**src/rtl/letc_core_pipe_fifo_pkg.sv**
```systemverilog
// rtl/letc_core_pipe_fifo_pkg.sv - shared constants and width helpers for the LETC Core pipeline FIFO
//
// Purpose: sizing helpers used by letc_core_pipe_fifo so that every stage
//          boundary derives its pointer and count widths the same way.
// Contents:
//   FIFO_MIN_DEPTH / FIFO_MIN_WIDTH - smallest legal parameter values
//   fifo_ptr_width(depth)           - index width, never narrower than 1 bit
//   fifo_cnt_width(depth)           - width able to hold 0..depth inclusive

package letc_core_pipe_fifo_pkg;

    localparam int FIFO_MIN_DEPTH = 1;
    localparam int FIFO_MIN_WIDTH = 1;

    // A single-entry buffer still needs a 1-bit pointer to index storage.
    function automatic int fifo_ptr_width(input int depth);
        return (depth > 1) ? $clog2(depth) : 1;
    endfunction

    // The count must reach DEPTH itself, hence depth+1 states.
    function automatic int fifo_cnt_width(input int depth);
        return (depth > 0) ? $clog2(depth + 1) : 1;
    endfunction

endpackage

```
**src/rtl/letc_core_pipe_fifo.sv**
```systemverilog
// rtl/letc_core_pipe_fifo.sv - parametrised elastic buffer between LETC Core pipeline stages
//
// Purpose: DEPTH-entry FIFO carrying one flattened stage struct per entry, with
//          valid/ready backpressure, synchronous flush for redirects and an
//          optional zero-latency fall-through when empty.
// Parameters:
//   DATA_WIDTH  - payload width in bits (>= 1)
//   DEPTH       - number of storage entries (>= 1, any value)
//   FALLTHROUGH - 1: empty buffer forwards i_data combinationally
// Ports:
//   i_clk, i_rst_n            - clock, asynchronous active-low reset
//   i_flush                   - discard contents and this cycle's input
//   i_valid, o_ready, i_data  - upstream handshake and payload
//   o_valid, i_ready, o_data  - downstream handshake and head payload
//   o_count, o_full, o_empty  - stored occupancy (fall-through payload excluded)

module letc_core_pipe_fifo
    import letc_core_pipe_fifo_pkg::*;
#(
    parameter int DATA_WIDTH  = 64,
    parameter int DEPTH       = 2,
    parameter int FALLTHROUGH = 0
) (
    input  logic                              i_clk,
    input  logic                              i_rst_n,
    input  logic                              i_flush,
    input  logic                              i_valid,
    output logic                              o_ready,
    input  logic [DATA_WIDTH-1:0]             i_data,
    output logic                              o_valid,
    input  logic                              i_ready,
    output logic [DATA_WIDTH-1:0]             o_data,
    output logic [$clog2(DEPTH+1)-1:0]        o_count,
    output logic                              o_full,
    output logic                              o_empty
);

    localparam int PTR_W = fifo_ptr_width(DEPTH);
    localparam int CNT_W = fifo_cnt_width(DEPTH);
    localparam bit FT    = (FALLTHROUGH != 0);

    localparam logic [PTR_W-1:0] LAST_IDX  = PTR_W'(DEPTH - 1);
    localparam logic [CNT_W-1:0] DEPTH_CNT = CNT_W'(DEPTH);

    generate
        if (DEPTH < FIFO_MIN_DEPTH || DATA_WIDTH < FIFO_MIN_WIDTH) begin : g_bad_params
            $error("letc_core_pipe_fifo: DEPTH and DATA_WIDTH must both be >= 1");
        end
    endgenerate

    logic [DATA_WIDTH-1:0] mem [DEPTH];
    logic [PTR_W-1:0]      rd_ptr;
    logic [PTR_W-1:0]      wr_ptr;
    logic [CNT_W-1:0]      count;

    logic full;
    logic empty;
    logic push;
    logic pop;
    logic bypass;
    logic store;
    logic deq;

    assign full  = (count == DEPTH_CNT);
    assign empty = (count == '0);

    // Ready depends only on registered state and flush, never on i_ready,
    // so a full buffer refuses input even in a cycle where it is popped.
    assign o_ready = !full && !i_flush;
    assign o_valid = (!empty || (FT && i_valid)) && !i_flush;
    assign o_data  = (FT && empty) ? i_data : mem[rd_ptr];

    assign push = i_valid && o_ready;
    assign pop  = o_valid && i_ready;

    // Fall-through payload consumed in the same cycle never touches storage.
    assign bypass = FT && empty && pop;
    assign store  = push && !bypass;
    assign deq    = pop && !(FT && empty);

    assign o_count = count;
    assign o_full  = full;
    assign o_empty = empty;

    always_ff @(posedge i_clk or negedge i_rst_n) begin
        if (!i_rst_n) begin
            rd_ptr <= '0;
            wr_ptr <= '0;
            count  <= '0;
            for (int i = 0; i < DEPTH; i++) begin
                mem[i] <= '0;
            end
        end else if (i_flush) begin
            // Storage is left as-is; only the bookkeeping is cleared.
            rd_ptr <= '0;
            wr_ptr <= '0;
            count  <= '0;
        end else begin
            if (store) begin
                mem[wr_ptr] <= i_data;
                wr_ptr      <= (wr_ptr == LAST_IDX) ? '0 : wr_ptr + 1'b1;
            end
            if (deq) begin
                rd_ptr <= (rd_ptr == LAST_IDX) ? '0 : rd_ptr + 1'b1;
            end
            case ({store, deq})
                2'b10:   count <= count + 1'b1;
                2'b01:   count <= count - 1'b1;
                default: count <= count;
            endcase
        end
    end

    always_ff @(posedge i_clk) begin
        if (i_rst_n) begin
            assert (count <= DEPTH_CNT);
            if (!FT) begin
                assert (!(pop && empty));
            end
        end
    end

endmodule

```
**config.mk**
```make
export PLATFORM = sky130hd
export DESIGN_NAME = letc_core_pipe_fifo
export DESIGN_NICKNAME = d
export VERILOG_FILES = /design/src/rtl/letc_core_pipe_fifo_pkg.sv /design/src/rtl/letc_core_pipe_fifo.sv
export SDC_FILE = /design/constraint.sdc
export NUM_CORES = 1
export LEC_CHECK = 0
export ABC_AREA = 1
export BUFFER_PORTS_ARGS = -buffer_cell sky130_fd_sc_hd__buf_2
export CAP_MARGIN = 25
export CORE_MARGIN = 2
export CORE_UTILIZATION = 25
export DETAILED_ROUTE_END_ITERATION = 8
export HOLD_SLACK_MARGIN = 0.12
export PLACE_DENSITY = 0.54
export SYNTH_ARGS = -nofsm -noshare
export SYNTH_HDL_FRONTEND = slang
export SYNTH_SLANG_ARGS = --single-unit
```
**constraint.sdc**
```tcl
create_clock -name i_clk -period 1.55 [get_ports i_clk]
set_input_delay 0.0775 -clock i_clk [delete_from_list [all_inputs] [get_ports i_clk]]
set_output_delay 0.0775 -clock i_clk [all_outputs]
set_load 0.01 [all_outputs]
```
* Word-level counts from Yosys, hierarchy flattened
Index checks and enable logic that the tools add are counted.
Cells by class: add/subtract/negate cells 4, magnitude comparators 3, eq/ne operators 3, multiplexer cells 14, bitwise operators 3, reductions and logical operators 13
Operators by type and width (count):
- 64-bit two-way mux | 4
- 128-bit bitwise mux | 1
- 64-bit demux with 1-bit select | 1
- 1-bit two-way mux | 6
- 1-bit logical AND | 5
- 2-bit == test, second input constant | 2
- 2-bit >= comparator, second input constant | 2
- 1-bit NOT with 2-bit output | 2
- 2-bit one-hot mux with 2 select lines | 1
- 2-bit nonzero test | 2
- 1-bit logical NOT | 3
- 3-bit nonzero test | 1
- 1-bit adder, second input constant | 2
- 2-bit by 1-bit adder with 2-bit output, second input constant | 1
- 2-bit by 1-bit == test with 1-bit output, second input constant | 1
- 2-bit logical NOT | 1
- 2-bit by 1-bit < comparator with 1-bit output, second input constant | 1
- 2-bit two-way mux | 1
- 2-bit AND reduction | 1
- 2-bit by 1-bit subtractor with 2-bit output, second input constant | 1
- 1-bit NOT | 1
Word-level totals: flip-flop bits (word level) 132, word-level logic and storage cells 45

* Longest topological paths before layout
Gate-level depths: netlist (run 1).
depth after elaboration 7, depth in mapped cells 9, mapped depth without buffers 8

* Least setup slack after synthesis (run 1)
Ideal clock, no wire load.
path type register -> register, start register count[0] (netlist: o_count[0]), end register mem[45] in the netlist's numbering, setup time 0.123 ns, arrival 1.228 ns, data required time 1.427 ns, path slack 0.199 ns, cell stages (with the launch flop) 8, period minus slack after synthesis 1.351 ns, path through dfrtp_1 inv_2 nand2_2 nand3_4 buf_2 clkbuf_2 o21ai_0 nand2_1
On the way: cells in the longest elaborated chain, start to end 5
RTL lines:
- from (decl) | RTL line letc_core_pipe_fifo.sv:54 | logic [CNT_W-1:0] count;
- from (signal assigned) | RTL line letc_core_pipe_fifo.sv:107 | 2'b10: count <= count + 1'b1;
- from (signal assigned) | RTL line letc_core_pipe_fifo.sv:108 | 2'b01: count <= count - 1'b1;
- from (signal assigned) | RTL line letc_core_pipe_fifo.sv:109 | default: count <= count;
- 2-bit == test | RTL line letc_core_pipe_fifo.sv:64 | assign full = (count == DEPTH_CNT);
- 1-bit logical NOT | RTL line letc_core_pipe_fifo.sv:69 | assign o_ready = !full && !i_flush;
- 1-bit logical AND | RTL line letc_core_pipe_fifo.sv:69
- 1-bit logical AND | RTL line letc_core_pipe_fifo.sv:73 | assign push = i_valid && o_ready;
- 2-bit AND reduction (no source line)
- to (signal, indexed assignment) | RTL line letc_core_pipe_fifo.sv:100 | mem[wr_ptr] <= i_data;
- to (decl) | RTL line letc_core_pipe_fifo.sv:51 | logic [DATA_WIDTH-1:0] mem [DEPTH];
Every way passes these cells. A chain may end at the register's enable or synchronous reset.

* Worst setup path in the final report (run 1)
start register rd_ptr, end output o_data[49]
On the way: cells in the longest elaborated chain, start to end 4
RTL lines:
- from (decl) | RTL line letc_core_pipe_fifo.sv:52 | logic [PTR_W-1:0] rd_ptr;
- from (signal assigned) | RTL line letc_core_pipe_fifo.sv:104 | rd_ptr <= (rd_ptr == LAST_IDX) ? '0 : rd_ptr + 1'b1;
- 1-bit NOT with 2-bit output (implied by the code) | RTL line letc_core_pipe_fifo.sv:71 | assign o_data = (FT && empty) ? i_data : mem[rd_ptr];
- 64-bit two-way mux (implied by the code) (3 in series) | RTL line letc_core_pipe_fifo.sv:71
- to (decl) | RTL line letc_core_pipe_fifo.sv:32 | output logic [DATA_WIDTH-1:0] o_data,
Every way passes these cells. The select of a mux whose other input is x is not followed.

==> results of run 1 <==
## Yosys cell counts
cell and instances:
sky130_fd_sc_hd__nand2_1 267, sky130_fd_sc_hd__buf_4 8, sky130_fd_sc_hd__nand3_4 1, sky130_fd_sc_hd__inv_1 70, sky130_fd_sc_hd__xnor2_1 1, sky130_fd_sc_hd__dfrtp_1 132
sky130_fd_sc_hd__nor2_1 3, sky130_fd_sc_hd__inv_2 2, sky130_fd_sc_hd__o21ai_0 195, sky130_fd_sc_hd__nor2_2 1, sky130_fd_sc_hd__nor2_4 1, sky130_fd_sc_hd__nand3_1 5
sky130_fd_sc_hd__clkbuf_2 1, sky130_fd_sc_hd__nand2_2 1, sky130_fd_sc_hd__buf_2 13, sky130_fd_sc_hd__a21oi_1 1, sky130_fd_sc_hd__clkbuf_1 26
## per-stage QoR
stage	setup TNS, ns	utilization, %
6_report	-2.75	36.9
5_1_grt	-6.72	36.9
4_1_cts	-1.75	35.7
3_5_place_dp	0	30.1
3_3_place_gp	0	30.1
2_1_floorplan	0	-
## registers in the layout, summed over array words and instances (netlist names)
name,flops
wr_ptr,1
o_count,2
mem,128
rd_ptr,1
## worst reg2reg max path: cells and delay by family, from the launching register on
kind / cells / cell delay (ns)
compound gates: 1 / 0.19
buf+inv: 2 / 0.31
flops: 1 / 0.36
simple gates: 3 / 0.40
## cell families (layout without fill, tap and decap cells)
family | count (synthesis) | after routing | share of synthesized area, %
XOR/XNOR | 1 | 1 | 0.149
flip-flops | 132 | 132 | 56.3
AO/OA/AOI/OAI | 196 | 196 | 16.7
buffers and inverters | 120 | 335 | 8.48
AND/OR/NAND/NOR | 279 | 279 | 18.4
## how the worst max path moves through the flow
stage                    start          to  slack, ns  cells after the start
global route            rd_ptr  o_data[56]      -0.13                      4
global placement    o_count[0]  o_count[1]       0.23                      9
detailed placement  o_count[1]     mem[93]       0.17                      5
CTS                     rd_ptr  o_data[53]      -0.08                      3
floorplan           o_count[0]     mem[45]       0.20                      7
finish                  rd_ptr  o_data[49]       -0.1                      4
## layout make-up
class                   count  area [um2]
well taps                 319         399
repair buffers            235        1790
flip-flops and latches    132        3310
fillers                  2448       14700
multi-input cells         476        2220
clock buffers              24         492
inverters                  72         270
clock inverters             4        97.6
## metal layers
layer / global-route usage [%] / vias to the layer above / routed length, um
li1: - / 2703 / -
met1: 18.3 / 2546 / 8410
met2: 21.1 / 141 / 7970
met3: 2.81 / 17 / 699
met4: 4.37 / 0 / 200
met5: 0 / - / 0
## what timing repair did
| action | 4_1_cts | 5_1_grt |
|---|---|---|
| gates resized for setup | 45 | 67 |
| pin swaps | 1 | 1 |
| setup endpoints to repair | 62 | 64 |
| endpoints found under the hold margin | 263 | 0 |
| cloned | 0 | 5 |
| buffers inserted | 1 | 2 |
| hold buffers | 68 | 0 |
## power groups by stage
| stage | sequential, W | combinational, W | clock (W) |
|---|---|---|---|
| floorplan | 0.00554 | 0.00309 | 0 |
| detailed placement | 0.00569 | 0.00520 | 0 |
| CTS | 0.00564 | 0.00554 | 0.00423 |
| global route | 0.00581 | 0.00697 | 0.00440 |
| finish | 0.00565 | 0.00621 | 0.00411 |
| global placement | 0.00564 | 0.00514 | 0 |
==> results_tabular.tex, run 1 <==
\begin{tabular}{lr}
\hline
Metric & Value \\
\hline
\multicolumn{2}{l}{\textbf{Floorplanning}} \\
Core region area & 23300 um2 \\
Top-Level Pins & 139 \\
Standard-cell rows & 56 \\
Die span in x & 157 um \\
Die footprint & 24700 um2 \\
Vertical die dimension & 157 um \\
Effective utilization at floorplan & 25.2\% \\
\multicolumn{2}{l}{\textbf{Critical path}} \\
Critical path start-end classification & register to output pin \\
Slowest library cell on the worst path & sky130\_fd\_sc\_hd\_\_dfrtp\_4 \\
Worst reg2reg startpoint & o\_count[0] \\
CP top delay family & flip-flops \\
Buffering stage count on the worst path with inverters included & 3 \\
Arrival @ worst endpoint & 1.57 ns \\
Cells along the critical path & buf\_12 > buf\_6 > o21ai\_1 > buf\_2 \\
Terminus of the critical flop-to-flop path & mem[93] \\
Length in cells of the worst reg-to-reg path & 6 \\
Minimum setup slack among reg-to-reg paths & 0.17 ns \\
Data required time of the worst path & 1.47 ns \\
Critical Path End Type & output pin \\
CP max FO & 14 \\
Largest stage delay, worst path & 0.49 ns \\
Worst setup SP type & register \\
\multicolumn{2}{l}{\textbf{Placement}} \\
Placed Cells & 1158 \\
Area post-placement & 6990 um2 \\
Worst setup slack after placement & 0.171 ns \\
Port-buffer cells & 138 \\
Placed wire-length estimate & 10.2 mm \\
Routability-driven placement congestion ratio & 0.704 \\
\multicolumn{2}{l}{\textbf{Global routing}} \\
Total gr overflow & 0 \\
Number of antenna violations at the first check in global routing & 0 \\
Global-route wire length before repair & 25.8 mm \\
Number of global-route vias before repair & 5016 \\
Maximum number of pins on one net before global-route repair & 67 \\
Overall global routing resource usage & 13.4\% \\
\multicolumn{2}{l}{\textbf{Power and ir drop}} \\
Sequential Power Share & 35.4\% \\
P\_int & 0.0102 W \\
Relative contribution of the clock network to total power & 25.8\% \\
Power density over cell area & 1860 nW/um2 \\
Fraction of power spent switching nets & 35.9\% \\
PnR Total Power & 0.0160 W \\
Max rail drop VDD & 744 uV \\
Net Switching & 0.00573 W \\
P\_leak & 4.14 nW \\
Part of the total power dissipated in combinational logic & 38.9\% \\
\multicolumn{2}{l}{\textbf{CTS}} \\
Clock-pin transition on the worst setup and hold timing paths & 0.06 ns \\
Clock latency of the later-clocked register in the worst-skew pair & 0.41 ns \\
CTS H-Tree Depth & 4 \\
Number of sinks handled by clock tree synthesis & 132 \\
Number of buffers between clock root and the deepest sink & 2 \\
Number of buffers inserted during clock tree synthesis & 17 \\
TritonCTS clock tree & yes \\
Root Buffer & sky130\_fd\_sc\_hd\_\_clkbuf\_16 \\
\multicolumn{2}{l}{\textbf{Min path}} \\
Hold Crit Endpoint & wr\_ptr \\
Hold Path Depth & 4 \\
Classification of the worst-slack hold path & input pin to register \\
Startpoint of the lowest-slack hold path & i\_valid \\
\multicolumn{2}{l}{\textbf{Timing}} \\
Post-layout worst setup margin & -0.0992 ns \\
Headroom to the max-slew limit & 74.0\% \\
Number of pins with negative max-slew slack in the final report & 0 \\
Worst-Margin Slew & 0.390 ns \\
Final hold viol count & 0 \\
Highest achievable clock rate & 606 MHz \\
Final worst clock skew & 0.0112 ns \\
Setup repair after global routing missed its margin & true \\
Period utilization & 106\% \\
Worst hold slack & 0.298 ns \\
Minimum clock period after layout & 1.65 ns \\
Setup violation total in the final timing report & 64 \\
\multicolumn{2}{l}{\textbf{Outcome}} \\
Failing checks & negative setup slack \\
Outcome & complete, but fails checks \\
\multicolumn{2}{l}{\textbf{Layout}} \\
Inserted Diodes & 0 \\
Design area & 8580 um2 \\
Ratio of cells with drive above 1 in the final layout & 25.1\% \\
Non-filler cells in the finished layout & 1262 \\
Commonest non-fill, non-tap cell in the layout & sky130\_fd\_sc\_hd\_\_nand2\_1 \\
Top library cells by usage in the layout, fill and taps aside & sky130\_fd\_sc\_hd\_\_nand2\_1 (256), sky130\_fd\_sc\_hd\_\_o21ai\_0 (134), sky130\_fd\_sc\_hd\_\_buf\_2 (134) \\
Fin nets & 1003 \\
Area growth syn-to-layout & 46.1\% \\
\multicolumn{2}{l}{\textbf{Detailed routing}} \\
Average routed wire per standard cell & 13.7 um \\
Vias post-DR & 5407 \\
DRT antenna net count & 0 \\
Number of vias per cell after detailed routing & 4.28 \\
Iter 0 DRT Violations & 313 \\
1st-pass router iterations & 4 \\
Final WL & 17.3 mm \\
Post-detailed-route DRC marker count & 0 \\
\multicolumn{2}{l}{\textbf{Yosys}} \\
Share of synthesized area occupied by flip-flops and latches & 56.3\% \\
Biggest area consumer among synthesized cells & sky130\_fd\_sc\_hd\_\_dfrtp\_1 \\
Instance count of the mapped netlist & 728 \\
Cell area after technology mapping & 5870 um2 \\
Post-synth cell types & 17 \\
Top cells by area, synth & sky130\_fd\_sc\_hd\_\_dfrtp\_1 (56\%), sky130\_fd\_sc\_hd\_\_nand2\_1 (17\%), sky130\_fd\_sc\_hd\_\_o21ai\_0 (17\%), sky130\_fd\_sc\_hd\_\_inv\_1 (4.5\%), sky130\_fd\_sc\_hd\_\_clkbuf\_1 (1.7\%) \\
Yosys warning count & 0 \\
Yosys reg bits & 132 \\
Synthesized Nets & 797 \\
Area share of the leading cell type in the synthesized netlist & 56.3\% \\
Mean post-synth cell area & 8.06 um2 \\
\multicolumn{2}{l}{\textbf{Job}} \\
Number of max-cap violations & 0 \\
\hline
\end{tabular}
Power figures use the tool's default switching activity.
==> run 2: changes to the inputs <==
--- a/config.mk
+++ b/config.mk
@@ -8,3 +8,3 @@
 export ABC_AREA = 1
-export BUFFER_PORTS_ARGS = -buffer_cell sky130_fd_sc_hd__buf_2
+export BUFFER_PORTS_ARGS = -buffer_cell sky130_fd_sc_hd__buf_4
 export CAP_MARGIN = 25
==> constraint.sdc (replaced) <==
create_clock -name i_clk -period 1.55 [get_ports i_clk]
set_input_delay 0.3875 -clock i_clk [delete_from_list [all_inputs] [get_ports i_clk]]
set_output_delay 0.3875 -clock i_clk [all_outputs]
set_load 0.01 [all_outputs]
==> run 2 against run 1 <==
  * The flow still finishes with violations (negative setup slack)
  * Total power up 13%
  * Register-to-register slack lost 0.25 ns
  * Count of clock-buffer cells in the layout is 1 lower
  * Final area increased by 9.7%
  * Worst hold slack lost 0.12 ns
  * Maximum frequency down 15%
==> results_tabular.tex, run 2 (synthesis gave the netlist of run 1 again) <==
\begin{tabular}{lr}
\hline
Metric & Value \\
\hline
\multicolumn{2}{l}{\textbf{CTS}} \\
Number of buffers between clock root and the deepest sink & 2 (unchanged) \\
Number of buffers inserted during clock tree synthesis & 17 (unchanged) \\
CTS H-Tree Depth & 4 (unchanged) \\
Number of sinks handled by clock tree synthesis & 132 (unchanged) \\
TritonCTS clock tree & yes \\
Root Buffer & sky130\_fd\_sc\_hd\_\_clkbuf\_16 \\
Clock latency of the later-clocked register in the worst-skew pair & 0.42 ns (about the same) \\
Clock-pin transition on the worst setup and hold timing paths & 0.06 ns (about the same) \\
\multicolumn{2}{l}{\textbf{Layout}} \\
Largest register by flop count & mem \\
Top library cells by usage in the layout, fill and taps aside & sky130\_fd\_sc\_hd\_\_nand2\_1 (189), sky130\_fd\_sc\_hd\_\_buf\_4 (133), sky130\_fd\_sc\_hd\_\_dfrtp\_1 (130) \\
Max reg flops & 128 (unchanged) \\
Non-filler cells in the finished layout & 1232 (-2.4\%) \\
Share of the core filled with cells in the final layout & 40.5\% (+3.6 points) \\
Filler instances & 2340 (-4.4\%) \\
Ratio of cells with drive above 1 in the final layout & 43.5\% (+18 points) \\
Fin nets & 969 (-3.4\%) \\
Area growth syn-to-layout & 60.3\% \\
Commonest non-fill, non-tap cell in the layout & sky130\_fd\_sc\_hd\_\_nand2\_1 \\
Inserted Diodes & 0 (unchanged) \\
\multicolumn{2}{l}{\textbf{Critical path}} \\
Arrival @ worst endpoint & 1.54 ns (-0.03 ns) \\
CP max FO & 8 (-6) \\
Length in cells of the worst reg-to-reg path & 8 (+2) \\
Slowest library cell on the worst path & sky130\_fd\_sc\_hd\_\_dfrtp\_4 \\
Worst setup SP type & register \\
Cells along the critical path & buf\_12 > clkbuf\_16 > nand2\_1 > o21ai\_2 > buf\_4 \\
Critical path start-end classification & register to output pin \\
Largest stage delay, worst path & 0.51 ns (+0.02 ns) \\
Data required time of the worst path & 1.16 ns (-0.31 ns) \\
Stages on the worst setup path & 5 (+1) \\
CP top delay family & flip-flops \\
Buffering stage count on the worst path with inverters included & 3 (unchanged) \\
Critical Path End Type & output pin \\
\multicolumn{2}{l}{\textbf{Global routing}} \\
Overall global routing resource usage & 13.3\% (-0.031 points) \\
Total gr overflow & 0 (unchanged) \\
Maximum number of pins on one net before global-route repair & 56 (-16\%) \\
Number of antenna violations at the first check in global routing & 0 (unchanged) \\
Global-route wire length before repair & 25.8 mm (about the same) \\
Number of global-route vias before repair & 5095 (+1.6\%) \\
\multicolumn{2}{l}{\textbf{Min path}} \\
Hold Path Depth & 3 (-1) \\
Classification of the worst-slack hold path & input pin to register \\
\multicolumn{2}{l}{\textbf{Detailed routing}} \\
Final WL & 18.9 mm (+9.2\%) \\
Post-detailed-route DRC marker count & 0 (unchanged) \\
DRT antenna net count & 0 (unchanged) \\
Number of vias per cell after detailed routing & 4.42 (+3.2\%) \\
Iter 0 DRT Violations & 285 (-8.9\%) \\
Vias post-DR & 5448 (+0.76\%) \\
1st-pass router iterations & 5 (+1) \\
Average routed wire per standard cell & 15.3 um (+12\%) \\
\multicolumn{2}{l}{\textbf{Timing}} \\
Number of pins with negative max-slew slack in the final report & 0 (unchanged) \\
Post-layout worst setup margin & -0.382 ns (-0.283 ns) \\
Worst-Margin Slew & 0.339 ns (-0.0512 ns) \\
Minimum clock period after layout & 1.93 ns (+0.283 ns) \\
Final hold viol count & 0 (unchanged) \\
Setup violation total in the final timing report & 111 (+73\%) \\
Period utilization & 125\% (+18 points) \\
Worst hold slack & 0.179 ns (-0.118 ns) \\
Final worst clock skew & 0.0134 ns (+0.00226 ns) \\
Highest achievable clock rate & 518 MHz (-15\%) \\
Headroom to the max-slew limit & 77.4\% (+3.4 points) \\
Setup repair after global routing missed its margin & true \\
\multicolumn{2}{l}{\textbf{Floorplanning}} \\
Core region area & 23300 um2 (unchanged) \\
Vertical die dimension & 157 um (unchanged) \\
Standard-cell rows & 56 (unchanged) \\
Die span in x & 157 um (unchanged) \\
Top-Level Pins & 139 (unchanged) \\
Die footprint & 24700 um2 (unchanged) \\
Effective utilization at floorplan & 25.2\% (unchanged) \\
\multicolumn{2}{l}{\textbf{Power and ir drop}} \\
Max rail drop VDD & 655 uV (-12\%) \\
P\_leak & 4.54 nW (+9.6\%) \\
Power density over cell area & 1910 nW/um2 (+2.6\%) \\
\multicolumn{2}{l}{\textbf{Job}} \\
Number of max-cap violations & 0 (unchanged) \\
\multicolumn{2}{l}{\textbf{Placement}} \\
Routability-driven placement congestion ratio & 0.724 (+2.8\%) \\
Port-buffer cells & 138 (unchanged) \\
Placed Cells & 1165 (+0.60\%) \\
Worst setup slack after placement & -0.0324 ns (-0.203 ns) \\
Placed wire-length estimate & 10.7 mm (+5.0\%) \\
\multicolumn{2}{l}{\textbf{Outcome}} \\
Failing checks & negative setup slack \\
Outcome & complete, but fails checks \\
\hline
\end{tabular}
[run 2: cell types whose count changed in the layout (fill, tap and decap cells not counted), moves of 5 or more]
cell	previous run	this run
sky130_fd_sc_hd__buf_12	7	19
sky130_fd_sc_hd__buf_2	134	0
sky130_fd_sc_hd__buf_4	15	133
sky130_fd_sc_hd__buf_6	7	30
sky130_fd_sc_hd__clkbuf_16	19	31
sky130_fd_sc_hd__clkinv_2	0	5
sky130_fd_sc_hd__dlygate4sd3_1	68	1
sky130_fd_sc_hd__nand2_1	256	189
sky130_fd_sc_hd__nand2_2	12	58
sky130_fd_sc_hd__nand2_4	0	21
sky130_fd_sc_hd__o21ai_0	134	80
sky130_fd_sc_hd__o21ai_2	23	71
sky130_fd_sc_hd__o21ai_4	3	8
[run 2: area by class of cell]
| cell class | instances | area, um2 | share of cell area, % |
|---|---|---|---|
| Clock buffer | 23 | 478 | 5.08 |
| Clock inverter | 9 | 55.1 | 0.585 |
| Inverter | 72 | 270 | 2.87 |
| Multi-Input combinational cell | 476 | 2740 | 29.1 |
| Sequential cell | 132 | 3310 | 35.2 |
| Tap cell | 319 | 399 | 4.24 |
| Timing Repair Buffer | 201 | 2160 | 23.0 |
[run 2: what timing repair did]
| item | in CTS | in global routing |
|---|---|---|
| buffers inserted | 2 | 9 |
| cloned | 0 | 23 |
| hold buffers | 1 | 0 |
| gates resized for setup | 60 | 287 |
| pin swaps | 3 | 28 |
| setup endpoints to repair | 68 | 116 |
| endpoints found under the hold margin | 22 | 0 |
[run 2: per-stage QoR]
step	setup TNS (ns)	power (W)	area, um2
6_report	-24.04	0.0180	9410
5_1_grt	-31.26	0.0192	9410
4_1_cts	-22.68	0.0157	8110
3_5_place_dp	-0.0507	0.0117	7480
3_3_place_gp	-0.0422	0.0116	7480
2_1_floorplan	0	0.00863	5870
[run 2: power by group]
group,internal (W),switching [W],leakage (nW)
combinational,0.00412,0.00438,2.64
sequential,0.00505,0.000774,1.64
clock,0.00216,0.00151,0.255
[run 2: worst paths after layout]
check / startpoint / endpoint / slack (ns)
min in group asynchronous: i_rst_n / mem[95] / 0.41
max in group asynchronous: i_rst_n / mem[65] / 0.54
hold / removal: i_data[53] / mem[53] / 0.18
setup / recovery: rd_ptr / o_data[27] / -0.38
setup reg to reg: o_count[1] / mem[78] / -0.08
hold reg to reg: mem[12] / mem[12] / 0.49
[run 2: per-layer routing]
metal  wire [um]  vias up  track usage (%)
met1        8770     2652             17.4
met2        9080      123             21.4
li1            -     2652                -
met5           0        -                0
met3         759       21             3.61
met4         251        0             4.50
[run 2: worst register-to-register path: stages (launching register included)]
cell	delay (ns)
sky130_fd_sc_hd__dfrtp_2	0.46
sky130_fd_sc_hd__nand2_4	0.11
sky130_fd_sc_hd__buf_6	0.10
sky130_fd_sc_hd__nand3_4	0.10
sky130_fd_sc_hd__nor2_4	0.20
sky130_fd_sc_hd__buf_12	0.15
sky130_fd_sc_hd__clkbuf_16	0.17
sky130_fd_sc_hd__clkbuf_16	0.17
sky130_fd_sc_hd__o21ai_2	0.06
==> run 3: changes to the inputs <==
Settings changed: ABC_AREA 1 to default, ABC_CLOCK_PERIOD_IN_PS from default to 1550.
==> run 3 against run 2 <==
  * The flow still finishes with violations (negative setup slack)
  * Critical path type unchanged
  * Largest power group is now sequential cells
  * Synthesized cell count down 49%
  * Routed wire length down 12%
  * Sequential power down 18%
  * Count of clock-buffer cells in the layout down 5
  * Setup slack worse by 0.070 ns
  * Core utilization about the same
  * Clock skew down 0.0022 ns
  * Highest routed layer unchanged
  * Via count down 31%
  * Clock power up 18%
==> results_tabular.tex, run 3 <==
\begin{tabular}{lr}
\hline
Metric & Value \\
\hline
\multicolumn{2}{l}{\textbf{Yosys}} \\
Top cells by area, synth & sky130\_fd\_sc\_hd\_\_dfrtp\_1 (55\%), sky130\_fd\_sc\_hd\_\_mux2\_2 (24\%), sky130\_fd\_sc\_hd\_\_mux2\_4 (15\%), sky130\_fd\_sc\_hd\_\_buf\_12 (2.0\%), sky130\_fd\_sc\_hd\_\_mux2\_1 (0.75\%) \\
Instance count of the mapped netlist & 368 (-49\%) \\
Mean post-synth cell area & 16.4 um2 (+100\%) \\
Most numerous cell types in the synthesized netlist & sky130\_fd\_sc\_hd\_\_dfrtp\_1 (132), sky130\_fd\_sc\_hd\_\_mux2\_2 (128), sky130\_fd\_sc\_hd\_\_mux2\_4 (60) \\
Most frequent cell after synthesis & sky130\_fd\_sc\_hd\_\_dfrtp\_1 \\
Share of synthesized area occupied by flip-flops and latches & 54.7\% (-1.6 points) \\
Post-synth cell types & 23 (+6) \\
Area share of the leading cell type in the synthesized netlist & 54.7\% (-1.6 points) \\
Yosys warning count & 0 (unchanged) \\
Fraction of registers with async set/reset & 100\% (unchanged) \\
Yosys reg bits & 132 (unchanged) \\
EDFF count, synth & 0 (unchanged) \\
Biggest area consumer among synthesized cells & sky130\_fd\_sc\_hd\_\_dfrtp\_1 \\
Cell area after technology mapping & 6040 um2 (+2.8\%) \\
Top\_reg\_cell synth & sky130\_fd\_sc\_hd\_\_dfrtp\_1 \\
Synthesized Nets & 437 (-45\%) \\
\multicolumn{2}{l}{\textbf{Global routing}} \\
Maximum number of pins on one net before global-route repair & 68 (+21\%) \\
Number of global-route vias before repair & 4352 (-15\%) \\
Number of antenna violations at the first check in global routing & 0 (unchanged) \\
Total gr overflow & 0 (unchanged) \\
Overall global routing resource usage & 13.1\% (-0.27 points) \\
Global-route wire length before repair & 25.6 mm (-0.86\%) \\
\multicolumn{2}{l}{\textbf{Critical path}} \\
Worst setup SP type & register \\
Largest stage delay, worst path & 0.45 ns (-0.06 ns) \\
Arrival @ worst endpoint & 1.61 ns (+0.07 ns) \\
Destination of the critical timing path & o\_data[49] \\
Terminus of the critical flop-to-flop path & mem[14] \\
Stages on the worst setup path & 3 (-2) \\
Minimum setup slack among reg-to-reg paths & -0.33 ns (-0.25 ns) \\
Length in cells of the worst reg-to-reg path & 5 (-3) \\
CP top delay family & flip-flops \\
Critical path start-end classification & register to output pin \\
Data required time of the worst path & 1.16 ns (about the same) \\
Buffering stage count on the worst path with inverters included & 2 (-1) \\
Worst reg2reg startpoint & o\_count[1] \\
CP max FO & 18 (+10) \\
Slowest library cell on the worst path & sky130\_fd\_sc\_hd\_\_dfrtp\_2 \\
Worst setup path startpoint & rd\_ptr \\
Cells along the critical path & buf\_12 > mux2\_2 > buf\_4 \\
Critical Path End Type & output pin \\
\multicolumn{2}{l}{\textbf{Placement}} \\
Placed wire-length estimate & 9.40 mm (-12\%) \\
Routability-driven placement congestion ratio & 0.698 (-3.6\%) \\
Port-buffer cells & 138 (unchanged) \\
\multicolumn{2}{l}{\textbf{Detailed routing}} \\
Post-detailed-route DRC marker count & 0 (unchanged) \\
1st-pass router iterations & 4 (-1) \\
Vias post-DR & 3762 (-31\%) \\
Average routed wire per standard cell & 18.6 um (+21\%) \\
Iter 0 DRT Violations & 116 (-59\%) \\
Number of vias per cell after detailed routing & 4.24 (-4.2\%) \\
DRT antenna net count & 0 (unchanged) \\
Final WL & 16.5 mm (-12\%) \\
\multicolumn{2}{l}{\textbf{Timing}} \\
Final worst clock skew & 0.0112 ns (-0.00223 ns) \\
Number of pins with negative max-slew slack in the final report & 0 (unchanged) \\
Post-layout worst setup margin & -0.452 ns (-0.0702 ns) \\
Period utilization & 129\% (+4.5 points) \\
Sum Neg Setup Slack & -62.23 ns (-38.19 ns) \\
Minimum clock period after layout & 2.00 ns (+0.0702 ns) \\
Highest achievable clock rate & 499 MHz (-3.5\%) \\
Worst-Margin Slew & 0.390 ns (+0.0504 ns) \\
Final hold viol count & 0 (unchanged) \\
Setup violation total in the final timing report & 199 (+79\%) \\
Headroom to the max-slew limit & 74.0\% (-3.4 points) \\
Setup repair after global routing missed its margin & true \\
\multicolumn{2}{l}{\textbf{Layout}} \\
Top library cells by usage in the layout, fill and taps aside & sky130\_fd\_sc\_hd\_\_mux2\_4 (186), sky130\_fd\_sc\_hd\_\_dfrtp\_1 (130), sky130\_fd\_sc\_hd\_\_buf\_4 (80) \\
Commonest non-fill, non-tap cell in the layout & sky130\_fd\_sc\_hd\_\_mux2\_4 \\
Ratio of cells with drive above 1 in the final layout & 74.2\% (+31 points) \\
Inserted Diodes & 0 (unchanged) \\
Area growth syn-to-layout & 58.1\% \\
Largest register by flop count & mem \\
Fin nets & 627 (-35\%) \\
Max reg flops & 128 (unchanged) \\
\multicolumn{2}{l}{\textbf{Min path}} \\
Classification of the worst-slack hold path & input pin to register \\
Hold Path Depth & 2 (-1) \\
\multicolumn{2}{l}{\textbf{Power and ir drop}} \\
P\_leak & 4.61 nW (+1.5\%) \\
Max rail drop VDD & 578 uV (-12\%) \\
Power density over cell area & 1380 nW/um2 (-28\%) \\
PnR Total Power & 0.0132 W (-27\%) \\
\multicolumn{2}{l}{\textbf{CTS}} \\
Number of sinks handled by clock tree synthesis & 132 (unchanged) \\
Clock-pin transition on the worst setup and hold timing paths & 0.07 ns (about the same) \\
Number of buffers inserted during clock tree synthesis & 17 (unchanged) \\
Number of buffers between clock root and the deepest sink & 2 (unchanged) \\
Root Buffer & sky130\_fd\_sc\_hd\_\_clkbuf\_16 \\
Clock latency of the later-clocked register in the worst-skew pair & 0.42 ns (about the same) \\
TritonCTS clock tree & yes \\
CTS H-Tree Depth & 4 (unchanged) \\
\multicolumn{2}{l}{\textbf{Floorplanning}} \\
Top-Level Pins & 139 (unchanged) \\
Effective utilization at floorplan & 25.6\% (+0.33 points) \\
Standard-cell rows & 56 (unchanged) \\
Die span in x & 159 um (+1.4\%) \\
Core region area & 23600 um2 (+1.5\%) \\
Vertical die dimension & 159 um (+1.4\%) \\
Die footprint & 25400 um2 (+2.8\%) \\
\multicolumn{2}{l}{\textbf{Outcome}} \\
Failing checks & negative setup slack \\
Outcome & complete, but fails checks \\
\multicolumn{2}{l}{\textbf{Job}} \\
Number of max-cap violations & 0 (unchanged) \\
\hline
\end{tabular}
## run 3: cell count changes after synthesis, sizes merged, moves of 2 or more
cell,change
or4b,+2
clkbuf,-19
buf,-7
o21ai,-192
nand3,-5
nand2,-267
mux2,+192
inv,-71
## run 3: timing repair
item	in CTS	in global routing
endpoints found under the hold margin	26	0
resized for setup	103	109
pin swaps	1	4
setup endpoints to repair	196	198
gates cloned	13	2
buffers inserted	28	3
hold buffers	1	0
## run 3: report_power, final
group          switching [W]  internal [W]
combinational        0.00126       0.00280
sequential          0.000499       0.00428
clock                0.00161       0.00273
## run 3: final cells by class
cell class / count / area, um2
flip-flops and latches: 132 / 3310
clock inverters: 12 / 181
repair buffers: 193 / 2190
inverters: 1 / 3.75
well taps: 319 / 399
multi-input cells: 213 / 3020
fillers: 2210 / 14100
clock buffers: 18 / 439
## run 3: how the worst min path moves through the flow
stage / end / startpoint
3_5_place_dp: mem[102] / i_rst_n
3_3_place_gp: mem[38] / i_rst_n
6_report: mem[58] / i_data[58]
2_1_floorplan: mem[0] / i_rst_n
5_1_grt: mem[64] / i_data[0]
4_1_cts: mem[58] / i_data[58]
## run 3: cell families after synthesis
family | Yosys count | synth area share (%)
xor gates and xnor gates | 1 | 0.145
DFF | 132 | 54.7
buffers and inverters | 23 | 3.42
AOI/OAI and AO/OA | 7 | 0.643
and+or+nand+nor | 13 | 1.53
muxes | 192 | 39.5
## run 3: through the flow
stage                     hold WS, ns  cells  utilization [%]  area, um2  worst slack, ns
after floorplan                0.0919    368                -       6280           -0.363
after global routing            0.184    888             40.4       9540           -0.514
after detailed placement        0.249    826             32.8       7750           -0.306
after CTS                       0.188    897             39.7       9380           -0.512
after global placement          0.241    826             32.8       7750           -0.269
final                           0.209    888             40.4       9540           -0.452
## run 3: layer usage
layer | vias to the layer above | part of all wire [%] | routed length [um] | track usage [%]
li1 | 1697 | - | - | -
met1 | 1966 | 44 | 7250 | 16.6
met2 | 91 | 50 | 8280 | 21.7
met3 | 8 | 4.9 | 817 | 4.30
met4 | 0 | 0.98 | 161 | 2.85
met5 | - | 0 | 0 | 0
